--- src/rtl/mod_n_digit_counter.sv ---
// Single modulo-N counter digit with load clamp, wrap pulse and compare match.
// Digits cascade by feeding one digit's Cout into the next digit's Cin.
module mod_n_digit_counter #(
  parameter int WIDTH   = 4,
  parameter int MODULUS = 10
) (
  input  logic             Clk,
  input  logic             Clr,
  input  logic             Enable,
  input  logic             LD,
  input  logic [WIDTH-1:0] IN,
  input  logic             Up,
  input  logic             Cin,
  input  logic [WIDTH-1:0] CMP,
  output logic [WIDTH-1:0] COUNT,
  output logic             Cout,
  output logic             WRAP,
  output logic             MATCH,
  output logic             LD_ERR
);

  localparam logic [WIDTH-1:0] MAX_VAL = WIDTH'(MODULUS - 1);
  // One extra bit so MODULUS == 2**WIDTH still compares correctly.
  localparam logic [WIDTH:0]   MOD_EXT = (WIDTH + 1)'(MODULUS);

  logic [WIDTH-1:0] count_reg;
  logic [WIDTH-1:0] count_next;
  logic             wrap_reg;
  logic             wrap_next;
  logic             ld_err_reg;
  logic             ld_err_next;
  logic             match_reg;
  logic             do_load;
  logic             do_count;
  logic             at_limit;

  assign do_load  = Enable & LD;
  assign do_count = Enable & Cin & ~LD;
  assign at_limit = Up ? (count_reg == MAX_VAL) : (count_reg == '0);

  always_comb begin
    count_next  = count_reg;
    wrap_next   = 1'b0;
    ld_err_next = 1'b0;
    if (do_load) begin
      if ({1'b0, IN} >= MOD_EXT) begin
        count_next  = MAX_VAL;
        ld_err_next = 1'b1;
      end else begin
        count_next = IN;
      end
    end else if (do_count) begin
      wrap_next = at_limit;
      if (Up) begin
        count_next = at_limit ? '0 : count_reg + WIDTH'(1);
      end else begin
        count_next = at_limit ? MAX_VAL : count_reg - WIDTH'(1);
      end
    end
  end

  // MATCH is taken from the next-state count so it lines up with the new COUNT.
  always_ff @(posedge Clk or negedge Clr) begin
    if (!Clr) begin
      count_reg  <= '0;
      wrap_reg   <= 1'b0;
      ld_err_reg <= 1'b0;
      match_reg  <= 1'b0;
    end else begin
      count_reg  <= count_next;
      wrap_reg   <= wrap_next;
      ld_err_reg <= ld_err_next;
      match_reg  <= (count_next == CMP);
    end
  end

  assign COUNT  = count_reg;
  assign Cout   = do_count & at_limit;
  assign WRAP   = wrap_reg;
  assign LD_ERR = ld_err_reg;
  assign MATCH  = match_reg;

endmodule

--- config.mk ---
export PLATFORM = sky130hd
export DESIGN_NAME = mod_n_digit_counter
export DESIGN_NICKNAME = d
export VERILOG_FILES = /design/src/rtl/mod_n_digit_counter.sv
export SDC_FILE = /design/constraint.sdc
export NUM_CORES = 1
export LEC_CHECK = 0
export BUFFER_PORTS_ARGS = -buffer_cell sky130_fd_sc_hd__buf_2
export CAP_MARGIN = 20
export CELL_PAD_IN_SITES_DETAIL_PLACEMENT = 1
export CELL_PAD_IN_SITES_GLOBAL_PLACEMENT = 2
export CORE_MARGIN = 1
export CORE_UTILIZATION = 26
export DETAILED_ROUTE_END_ITERATION = 10
export PLACE_DENSITY = 0.87
export SYNTH_ARGS = -nofsm -noshare
export SYNTH_HDL_FRONTEND = slang
export SYNTH_SLANG_ARGS = --single-unit
--- constraint.sdc ---
create_clock -name Clk -period 2.32 [get_ports Clk]
set_input_delay 0.232 -clock Clk [delete_from_list [all_inputs] [get_ports Clk]]
set_output_delay 0.232 -clock Clk [all_outputs]
set_load 0.01 [all_outputs]
==> results.toml, run 1 <==
[outcome]
status = "complete, no violations"

[drt]
drcViolationCount = 0
drtIter0Drc = 12
routed_via_density = 4.85
detail-route-antenna-nets = 0
wl_per_cell_um = 13.5
drt_first_pass_iters = 4
routed_wl_um = 1520
num_vias = 543

[layout]
final.fill_count = 258
fin_area_um2 = 736
drive_above_1_share = 0.400
diodes = 0
final_common_cell = "buf_2"
nets = 104
syn2layout_area_growth_pct = 30.7
layout_common_cells = "buf_2, dfrtp_1"
postLayoutCoreUtil = 0.368

[sta]
max_freq_mhz = 483
rsz0062_at_grt = "false"
tns_ps = 0
slew_viol_final = 0
fin_skew_ps = 3.96
min_period_over_period = 0.892
tightest_slew_ps = 475
fin_crit_ps = 2070
hold_viol_final = 0
final-setup-viol-count = 0
max_slew_margin = 0.680

[floorplan]
rows = 16
top_level_ports = 22
die_x_um = 48.5
dieArea_um2 = 2360
core-area_um2 = 2000
chipHeight_um = 48.5
initial_core_util = 0.281

[clock_network]
cts_tree = "built"
clk_pin_slew_ps = 50
clk_latency_ps = 250
clkSinkCount = 7
cts_buffers = 3
root_buffer = "clkbuf_4"
cts-htree-levels = 1
postCtsSetupRepairBufs = 0
cts_buffer_depth = 2

[yosys]
async_flop_share = 1.00
synth_ff_type = "dfrtp_1"
yosysUniqueCellTypes = 32
synth_cells = 60
yosysWarnings = 0
mappedNetlistArea_um2 = 563
postSynthAreaPerCell_um2 = 9.38
ys_ff_latch = 7
yosysSeqAreaShare = 0.311
synth_enable_flop_cells = 0
synth.net_count = 78

[worst_hold_path]
hp-class = "primary input to flip-flop"
min_path_cells = 2

[global_route]
grt.total_usage = 0.139
grt_pass1_wl_um = 2420
grt-ovfl-total = 0
grt_max_degree = 11
grt_pass1_vias = 505
antenna_found_initial = 0

[setup_path]
worstPathMaxFanout = 8
reg2regPathDepth = 8
critical_path_class = "flip-flop to output port"
slowest_delay_ps = 470
crit_path_end_kind = "output port"
worstSetupStartpointType = "flip-flop"
cp_cell_sequence = "inv_1 > ha_1 > nor4b_2 > a31oi_1 > nor3_1 > buf_2"
cp.required_ps = 2090
cp_data_arrival_time_ps = 1840
cp_slowest_cell = "dfrtp_1"

[placed_design]
port_buffers = 21
dp_hpwl_um = 1220
gp_congestion = 0.852
place_area_um2 = 693

[power]
p_leak_nw = 0.333
finalPower_mw = 0.534
power.ir.vdd_worst_mv = 0.425
cellPowerDensity_nw_per_um2 = 726

[run]
cap_violations = 0
[power breakdown]
group	switching, mW	total, mW	internal (mW)	leakage (nW)
Clock	0.0451	0.111	0.0656	0.0150
Combinational	0.122	0.234	0.112	0.230
Sequential	0.0450	0.189	0.144	0.0880
Total	0.212	0.534	0.322	0.333
[per-layer routing]
layer | GRT usage | vias to the layer above | part of all wire
met1 | 0.166 | 250 | 0.47
li1 | - | 266 | -
met3 | 0.0566 | 2 | 0.075
met4 | 0.0588 | 0 | 0.0086
met5 | 0 | - | 0
met2 | 0.218 | 25 | 0.44
[cell families (layout without fill, tap and decap cells)]
group	Yosys count	in the layout	share of synthesized area
flip-flops	7	7	0.311
AO/OA/AOI/OAI	16	16	0.216
multiplexers	1	1	0.0178
XOR/XNOR	6	6	0.0933
adder cells (fa/ha/maj)	4	4	0.0889
buffers and inverters	4	29	0.0422
AND/OR/NAND/NOR	22	22	0.231
[metrics by stage]
step                      hold slack [ps]  instances  worst slack, ps
final                                 262        112              250
after global routing                  269        112             59.5
after CTS                             255        112              147
after detailed placement             73.2        107              342
after global placement               68.7        107              464
after floorplan                     -63.6         60              515
[Yosys cell counts (2+ instances only)]
| cell type | count | area, um^2 |
|---|---|---|
| a22oi_1 | 3 | 22.5 |
| nor2_1 | 4 | 15.0 |
| ha_1 | 4 | 50.1 |
| a21oi_1 | 2 | 10.0 |
| inv_1 | 2 | 7.51 |
| dfrtp_1 | 7 | 175 |
| xor2_1 | 2 | 17.5 |
| o21ai_0 | 4 | 20.0 |
| nand3_1 | 2 | 10.0 |
| nand2_1 | 4 | 15.0 |
| xnor2_1 | 4 | 35.0 |
| nor3_1 | 2 | 10.0 |
[worst paths after layout]
| check | start | end | slack [ps] |
|---|---|---|---|
| max in group asynchronous | Clr | WRAP | 1810 |
| setup / recovery | COUNT[0] | Cout | 250 |
| setup reg to reg | COUNT[0] | MATCH | 340 |
| hold / removal | LD | WRAP | 260 |
| min in group asynchronous | Clr | COUNT[3] | 350 |
| hold reg to reg | COUNT[1] | COUNT[1] | 730 |
[state kept, by name, indices dropped and copies added (netlist names)]
| register | cells |
|---|---|
| MATCH | 1 |
| LD_ERR | 1 |
| WRAP | 1 |
| COUNT | 4 |
[final cells by class]
cell class / instances / area (um^2) / share of cell area
Clock buffer: 4 / 26.3 / 0.0357
Inverter: 2 / 7.51 / 0.0102
Multi-Input combinational cell: 49 / 370 / 0.503
Sequential cell: 7 / 175 / 0.238
Tap cell: 27 / 33.8 / 0.0459
Timing Repair Buffer: 23 / 123 / 0.167
[critical path: cells and delay by family (launching register included)]
kind	cells	cell delay, ps
AO/OA/AOI/OAI	1	120
adder cells (fa/ha/maj)	1	210
buffers and inverters	2	330
flip-flops	1	470
AND/OR/NAND/NOR	2	450
[repair_timing]
item / in CTS / in global routing
resized for setup: 0 / 1
hold buffers: 1 / 0
endpoints found under the hold margin: 7 / 0
endpoints found under the setup margin: 0 / 1
Note: power is estimated with default switching activity, not from simulation.
==> run 2: changes to the inputs <==
PLACE_DENSITY = default   (was 0.87)
PLACE_DENSITY_LB_ADDON = 0.25   (was default)
==> results.toml, run 2 (synthesis gave the netlist of run 1 again) <==
[layout]
drive_above_1_share = 0.407
diodes = 0
final_common_cell = "buf_2"
largest_reg_flops = 4
layout_common_cells = "buf_2, dfrtp_1"
syn2layout_area_growth_pct = 32.0
instances_no_fill = 113
nets = 105

[setup_path]
ff2ff_setup_slack_ps = 400
slowest_delay_ps = 470
r2r_start = "COUNT[0]"
worstPathMaxFanout = 8
path_buf_inv = 2
worstSetupStartpointType = "flip-flop"
reg2regPathDepth = 8
crit_path_end_kind = "output port"
cp_data_arrival_time_ps = 1830
cp_slowest_cell = "dfrtp_1"
critical_path_class = "flip-flop to output port"
r2r_end = "MATCH"
cp_cell_sequence = "inv_1 > ha_1 > nor4b_2 > a31oi_1 > nor3_1 > buf_2"
cp.required_ps = 2090
critPathTopFamily = "simple AND/OR/NAND/NOR gates"

[drt]
detail-route-antenna-nets = 0
routed_wl_um = 1560
drt_first_pass_iters = 4
wl_per_cell_um = 13.8
drtIter0Drc = 13
drcViolationCount = 0
routed_via_density = 4.74
num_vias = 536

[clock_network]
cts_buffers = 3
postCtsSetupRepairBufs = 0
root_buffer = "clkbuf_4"
clk_pin_slew_ps = 50
clkSinkCount = 7
cts_buffer_depth = 2
cts_tree = "built"
clk_latency_ps = 250
cts-htree-levels = 1

[sta]
slew_viol_final = 0
min_period_over_period = 0.888
timing.final.ws_setup_ps = 260
holdWs_ps = 265
rsz0062_at_grt = "false"
fin_crit_ps = 2060
max_slew_margin = 0.715
tns_ps = 0
fin_skew_ps = 0.304
tightest_slew_ps = 423
final-setup-viol-count = 0
hold_viol_final = 0
max_freq_mhz = 486

[floorplan]
core-area_um2 = 2000
die_x_um = 48.5
chipHeight_um = 48.5
rows = 16
initial_core_util = 0.281
dieArea_um2 = 2360
top_level_ports = 22

[worst_hold_path]
hold_path_end = "WRAP"
hp-class = "primary input to flip-flop"
hold_start = "LD"
min_path_cells = 2

[placed_design]
dp_hpwl_um = 1270
place_ws_ps = 410
port_buffers = 21
gp_congestion = 0.832
dp.cells = 108

[global_route]
use_met1 = 0.171
grt_max_degree = 10
grt-ovfl-total = 0
grt_pass1_wl_um = 2570
use_met3 = 0.0566
busiest_layer = "met2"
antenna_found_initial = 0
grt_pass1_vias = 547
use_met2 = 0.249
grt.total_usage = 0.145

[power]
cellPowerDensity_nw_per_um2 = 739
finalPower_mw = 0.549
power.ir.vdd_worst_mv = 0.383
p_leak_nw = 0.338

[run]
cap_violations = 0

[outcome]
status = "complete, no violations"
-- run 2: cell types whose count changed in the layout (fill, tap and decap cells not counted), sizes merged --
cell and change:
buf +1
-- run 2: what timing repair did --
action / in CTS / in global routing
hold buffers: 1 / 0
setup endpoints to repair: 0 / 1
endpoints found under the hold margin: 7 / 0
resized for setup: 0 / 1
-- run 2: worst max path at each step --
stage                     startpoint  endpoint  cells past startpoint
after floorplan             COUNT[0]     MATCH                      8
after global placement      COUNT[0]     MATCH                      8
after detailed placement    COUNT[0]     MATCH                      8
after CTS                   COUNT[0]      Cout                      6
after global routing        COUNT[0]      Cout                      6
final                       COUNT[0]      Cout                      6
-- run 2: per-layer routing --
metal	part of all wire	wire length, um
met1	0.46	715
met2	0.49	766
met3	0.051	79
met4	0	0
met5	0	0
-- run 2: where the power goes --
part | internal, mW | switching (mW) | leakage, nW
Clock | 0.0655 | 0.0434 | 0.0150
Combinational | 0.123 | 0.137 | 0.235
Sequential | 0.144 | 0.0356 | 0.0880
-- run 2: metrics by stage --
stage | utilization | area, um^2
after global placement | 0.350 | 701
after detailed placement | 0.350 | 701
after CTS | 0.368 | 737
after global routing | 0.371 | 743
final | 0.371 | 743
after floorplan | - | 563
-- run 2: final cells by class --
| type | count | area, um^2 |
|---|---|---|
| Fill cell | 254 | 1260 |
| Multi-Input combinational cell | 49 | 370 |
| Sequential cell | 7 | 175 |
| Timing Repair Buffer | 24 | 130 |
| Tap cell | 27 | 33.8 |
| Clock buffer | 4 | 26.3 |
| Inverter | 2 | 7.51 |
